--- src/rtl/fetch_unit.sv ---
// Instruction fetch: PC generation, credit-limited imem requests, in-order response FIFO to decode.
// Optional build macro FETCH_PERF_EN adds the perf_fetched / perf_bubbles counters.
module fetch_unit #(
  parameter logic [31:0] RESET_PC = 32'h0000_0000,
  parameter int unsigned DEPTH    = 2
) (
  input  logic        clk,
  input  logic        reset,
  input  logic        kill,
  input  logic [31:0] redirect_pc,
  input  logic        stall,
  output logic        imem_req_valid,
  input  logic        imem_req_ready,
  output logic [31:0] imem_req_addr,
  input  logic        imem_resp_valid,
  input  logic [31:0] imem_resp_data,
  output logic [31:0] fetched_inst0,
  output logic [31:0] fetched_inst0_pc,
  output logic        fetched_valid
`ifdef FETCH_PERF_EN
  ,
  output logic [31:0] perf_fetched,
  output logic [31:0] perf_bubbles
`endif
);
  localparam int unsigned CW = $clog2(DEPTH + 1);
  localparam int unsigned PW = $clog2(DEPTH);
  localparam logic [CW+1:0] DEPTH_C = DEPTH[CW+1:0];
  localparam logic [PW-1:0] LAST = PW'(DEPTH - 1);
  localparam logic [31:0] NOP = 32'h0000_0013;

  logic [31:0]   pc, resp_pc;
  logic [CW-1:0] outstanding, drop_cnt, count;
  logic [PW-1:0] rd_ptr, wr_ptr;
  logic [31:0]   fifo_inst [DEPTH];
  logic [31:0]   fifo_pc   [DEPTH];
  logic [CW+1:0] credit;
  logic          empty, issue, push, pop, drop, kill_resp;

  function automatic logic [PW-1:0] ptr_next(input logic [PW-1:0] p);
    return (p == LAST) ? '0 : p + PW'(1);
  endfunction

  assign empty          = (count == '0);
  assign credit         = {2'b00, outstanding} + {2'b00, count} + {2'b00, drop_cnt};
  assign imem_req_valid = reset && !kill && (credit < DEPTH_C);
  assign imem_req_addr  = pc;
  assign issue          = imem_req_valid && imem_req_ready;
  assign drop           = imem_resp_valid && (drop_cnt != '0);
  assign push           = imem_resp_valid && !kill && (drop_cnt == '0) && (outstanding != '0);
  assign pop            = !kill && !stall && !empty;
  // A kill-cycle response retires one stale request, whether it was counted as outstanding or as drop.
  assign kill_resp      = imem_resp_valid && ((drop_cnt != '0) || (outstanding != '0));

  always_comb begin
    fetched_valid    = 1'b0;
    fetched_inst0    = NOP;
    fetched_inst0_pc = reset ? resp_pc : '0;
    if (!kill && !empty) begin
      fetched_valid    = 1'b1;
      fetched_inst0    = fifo_inst[rd_ptr];
      fetched_inst0_pc = fifo_pc[rd_ptr];
    end
  end

  always_ff @(posedge clk or negedge reset) begin
    if (!reset) begin
      pc          <= RESET_PC;
      resp_pc     <= RESET_PC;
      outstanding <= '0;
      drop_cnt    <= '0;
    end else if (kill) begin
      pc          <= redirect_pc & ~32'h3;
      resp_pc     <= redirect_pc & ~32'h3;
      outstanding <= '0;
      drop_cnt    <= drop_cnt + outstanding - {{(CW-1){1'b0}}, kill_resp};
    end else begin
      if (issue) pc <= pc + 32'd4;
      if (push) resp_pc <= resp_pc + 32'd4;
      if (drop) drop_cnt <= drop_cnt - CW'(1);
      case ({issue, push})
        2'b10:   outstanding <= outstanding + CW'(1);
        2'b01:   outstanding <= outstanding - CW'(1);
        default: outstanding <= outstanding;
      endcase
    end
  end

  always_ff @(posedge clk or negedge reset) begin
    if (!reset) begin
      rd_ptr <= '0;
      wr_ptr <= '0;
      count  <= '0;
    end else if (kill) begin
      rd_ptr <= '0;
      wr_ptr <= '0;
      count  <= '0;
    end else begin
      if (push) wr_ptr <= ptr_next(wr_ptr);
      if (pop) rd_ptr <= ptr_next(rd_ptr);
      case ({push, pop})
        2'b10:   count <= count + CW'(1);
        2'b01:   count <= count - CW'(1);
        default: count <= count;
      endcase
    end
  end

  always_ff @(posedge clk) begin
    if (push) begin
      fifo_inst[wr_ptr] <= imem_resp_data;
      fifo_pc[wr_ptr]   <= resp_pc;
    end
  end

`ifdef FETCH_PERF_EN
  always_ff @(posedge clk or negedge reset) begin
    if (!reset) begin
      perf_fetched <= '0;
      perf_bubbles <= '0;
    end else if (!kill) begin
      if (pop) perf_fetched <= perf_fetched + 32'd1;
      if (!stall && empty) perf_bubbles <= perf_bubbles + 32'd1;
    end
  end
`endif

  resp_expected: assert property (@(posedge clk) disable iff (!reset)
    !(imem_resp_valid && (outstanding == '0) && (drop_cnt == '0)));
endmodule
--- config.mk ---
export PLATFORM = sky130hd
export DESIGN_NAME = fetch_unit
export DESIGN_NICKNAME = d
export VERILOG_FILES = /design/src/rtl/fetch_unit.sv
export SDC_FILE = /design/constraint.sdc
export NUM_CORES = 1
export LEC_CHECK = 0
export BUFFER_PORTS_ARGS = -buffer_cell sky130_fd_sc_hd__buf_4
export CAP_MARGIN = 40
export CORE_AREA = 5 5 139 141
export CTS_CLUSTER_DIAMETER = 120
export DETAILED_ROUTE_END_ITERATION = 12
export DIE_AREA = 0 0 144 146
export HOLD_SLACK_MARGIN = 0.15
export PLACE_DENSITY = 0.72
export SETUP_SLACK_MARGIN = 0.15
export SLEW_MARGIN = 20
export SYNTH_ARGS = -nofsm -noshare
export SYNTH_HDL_FRONTEND = slang
export SYNTH_SLANG_ARGS = --single-unit
--- constraint.sdc ---
create_clock -name clk -period 7 [get_ports clk]
set_clock_uncertainty 0.1 [all_clocks]
set_input_delay 1.05 -clock clk [delete_from_list [all_inputs] [get_ports clk]]
set_output_delay 1.05 -clock clk [all_outputs]
set_load 0.02 [all_outputs]
==> impl_results.md <==
* Total number of vias at 6339
* CP Class: input pin to output port
* Seq cells post-synth at about 190
* Worst setup EP type: output port
* Yosys warns at 0
* R2r startpoint: count[1]
* Final setup fails at 0
* Number of buffers inserted by hold repair at cts at 0
* Hold violation count in the final report at 0
* Critical Path Slowest Stage Cell: o21ai_0
* PwrDens at between 200 and 250 nW/um2
* Antenna-violating nets left at 0
* Crit Path Max Fanout at 52
* Max-cap viol count at 0
* P_sw at 665.2 uW
* Cts repair resizes at 0
* HP Start: resp_pc[22]
* Main synth FF type: edfxtp_1
* Largest net degree at the start of global routing at 68
* Crit-path cells: buf_4, inv_1, buf_4, o21ai_4, buf_4, o21ai_0, buf_4
* Seq/Total Area, Yosys at 61.92%
* Hpwl dp at 13.33 mm
* Die ar. at 21020 um2
* Fmax at 260.3 MHz
* Num CTS Buffers at 17
* CTS Sinks at 192
* Post-route setup TNS at 0 ps
* Sequential power share at 51.3%
* Total grt overflow at 0
* Post-Syn Area at 8762 um2
* Initial core utilization at 49.11%
* FF-to-FF End: imem_req_addr[29]
* Area grow syn2layout at 23.43%
* Synth Instances at between 700 and 800
* Synth async-reset ratio at 35.42%
* Critical Path RT at between 5000 and 6000 ps
* Rel. slew slack at approximately half
* Internal power at 1.942 mW
* Reg clk slew, reported paths at around 60 ps
* Critical path's largest stage delay at 450 ps
* Global-route wire length before repair at around 31 mm
* Final GP Congestion at 0.8312
* FF-to-FF setup slack at 3290 ps
* Number of synthesized flops with an enable pin at 124
* Core area at 17840 um2
* Dpl cells at between 1000 and 1500
* Mean Syn Cell Area at ~12 um2
* Total wirelength of the detailed-routed design at 19.78 mm
* Setup bufs post-CTS at 0
* Antenna cells at 0
* Crit path DAT at 2690 ps
* # port buffers at 161
* Drc violations at 0
* DRT Pass-1 Iters at 6
* Slew Viols, Final at 0
* Worst Reg-to-Reg Cells at 9
* Switching part of the total at 25.51%
* CTS tree: built
* Static leakage at 4.067 nW
* Final net count at around 1000
* Filler cells at 1473
* Status: finished, final reports clean
* Hold Path End: fifo_pc[0][22]
* Netlist cell types at 48
* Worst-Margin Slew at 724.8 ps
* Routed len/inst at roughly 17 um
* Row cnt at 49
* RSZ-0062 raised after global routing: false
* CP startpoint kind: input pin
* Io pins at 168
* CP most frequent cell: buf_4
* Root Buffer: clkbuf_16
* Number of global-route vias before repair at 6095
* Die height at between 100 and 150 um
* H-tree level count at 4
* Number of cells on the worst hold path at 0
* Clk_lat worst skew at 420 ps
* Clk network pwr share at 35.1%
* Initial antenna violation count at 0
* Worst ir drop on vdd at between 0.00015 and 0.0002 V
* Tmin final at 3842 ps
* Die Span X at about 140 um
* Initial DRC Count at 385
* Fraction of layout cells with a size suffix above 1 at 23.49%
* Clock Tree Buf Depth at 2
* Vias/cell at roughly 5.6
* Crit path from: kill
* Hold crit path type: flop to flop
* Combinational power share at 13.6%
* Global Route Usage Sum at roughly a fifth
* Final period utilization at 54.88%
* Fin cells at ~1100
## layer usage
layer / global-route usage, % / routed length, um
met5: 0 / 0
met1: 27.26 / 8969
met2: 28.38 / 9024
met3: 3.911 / 1531
met4: 6.356 / 255
## cell usage after synthesis (all sizes together), types with 2 or more instances
cell type / number / area (um2)
a21boi: 2 / 15.01
o211ai: 16 / 120.1
nor2: 63 / 236.5
o311ai: 12 / 105.1
mux2: 3 / 33.78
and3: 6 / 37.54
dfrtp: 68 / 1702
nand2: 58 / 217.7
nor3: 9 / 55.05
mux2i: 65 / 650.6
buf: 12 / 61.31
xor2: 27 / 236.5
nand3: 74 / 375.4
or3: 5 / 31.28
and4: 2 / 17.52
or2: 2 / 12.52
ha: 8 / 100.1
a211oi: 2 / 15.01
xnor2: 12 / 105.1
o21ai: 69 / 345.3
a31oi: 4 / 25.02
inv: 19 / 71.32
and2: 4 / 25.02
nand4: 20 / 125.1
edfxtp: 124 / 3724
a21oi: 9 / 45.04
clkbuf: 29 / 108.9
nor4: 5 / 37.53
## power by group through the flow
stage | Combinational [mW] | Clock [mW] | Sequential (mW)
floorplan | 0.190 | 0 | 1.36
global placement | 0.347 | 0 | 1.36
detailed placement | 0.357 | 0 | 1.36
CTS | 0.358 | 0.937 | 1.34
global route | 0.393 | 0.982 | 1.35
finish | 0.354 | 0.916 | 1.34
## logic make-up (layout without fill, tap and decap cells)
family / after synthesis / count (layout) / share of synthesized area (%)
compound gates: 120 / 120 / 8.211
xor+xnor: 39 / 39 / 3.898
fa+ha+maj: 9 / 9 / 1.371
buf+inv: 60 / 226 / 2.756
flops: 192 / 192 / 61.92
mux: 68 / 68 / 7.811
other cells: 1 / 4 / 0.04280
simple gates: 253 / 253 / 13.99
## cells in the final DEF, fill, tap and decap left out, types with 5 or more instances in the layout
| master | count |
|---|---|
| nand2_1 | 58 |
| edfxtp_1 | 124 |
| buf_4 | 172 |
| xnor2_1 | 12 |
| a21oi_1 | 9 |
| o311ai_0 | 12 |
| clkbuf_16 | 17 |
| or3_1 | 5 |
| o211ai_1 | 16 |
| xor2_1 | 27 |
| nor2_1 | 63 |
| nor3_1 | 6 |
| mux2i_1 | 65 |
| dfrtp_1 | 67 |
| inv_1 | 19 |
| o21ai_0 | 68 |
| and3_1 | 6 |
| nand3_1 | 73 |
| ha_1 | 8 |
| nand4_1 | 20 |
## critical path, delay by kind of cell
| family | cells | cell delay [ps] |
|---|---|---|
| AO/OA/AOI/OAI | 2 | 550 |
| buffers and inverters | 5 | 1050 |
## final cells by class
class / count / area (um2) / share of cell area, %
well taps: 229 / 286.5 / 2.649
inverters: 19 / 71.32 / 0.6594
flip-flops and latches: 192 / 5429 / 50.20
clock inverters: 11 / 116.4 / 1.076
repair buffers: 175 / 1344 / 12.42
clock buffers: 21 / 440.4 / 4.072
multi-input cells: 493 / 3128 / 28.92
## registers in the layout (all words and copies together), names as in the netlist
register / cells
fifo_inst: 64
fifo_pc: 60
imem_req_addr: 30
resp_pc: 30
count: 2
drop_cnt: 2
outstanding: 2
rd_ptr: 1
wr_ptr: 1
## stage by stage
step | hold slack, ps | worst slack [ps] | cell area [um2] | power (mW) | util (%)
2_1_floorplan | 383.1 | 182.3 | 8773 | 1.555 | -
3_3_place_gp | 427.7 | 2985 | 10200 | 1.703 | 57.16
3_5_place_dp | 431.7 | 2958 | 10210 | 1.715 | 57.21
4_1_cts | 450.8 | 3115 | 10760 | 2.631 | 60.33
5_1_grt | 468.8 | 2943 | 10820 | 2.721 | 60.62
6_report | 448.8 | 3158 | 10820 | 2.607 | 60.62
## worst max path at each step
stage | to | slack (ps) | depth (start not counted)
after floorplan | fifo_inst[1][0] | 180 | 3
after global routing | fetched_inst0_pc[4] | 2940 | 5
after global placement | imem_req_addr[29] | 2980 | 6
after detailed placement | imem_req_addr[29] | 2960 | 6
after CTS | fetched_inst0_pc[4] | 3110 | 5
final | fetched_inst0_pc[31] | 3160 | 7
(Power assumes the default switching activity.)
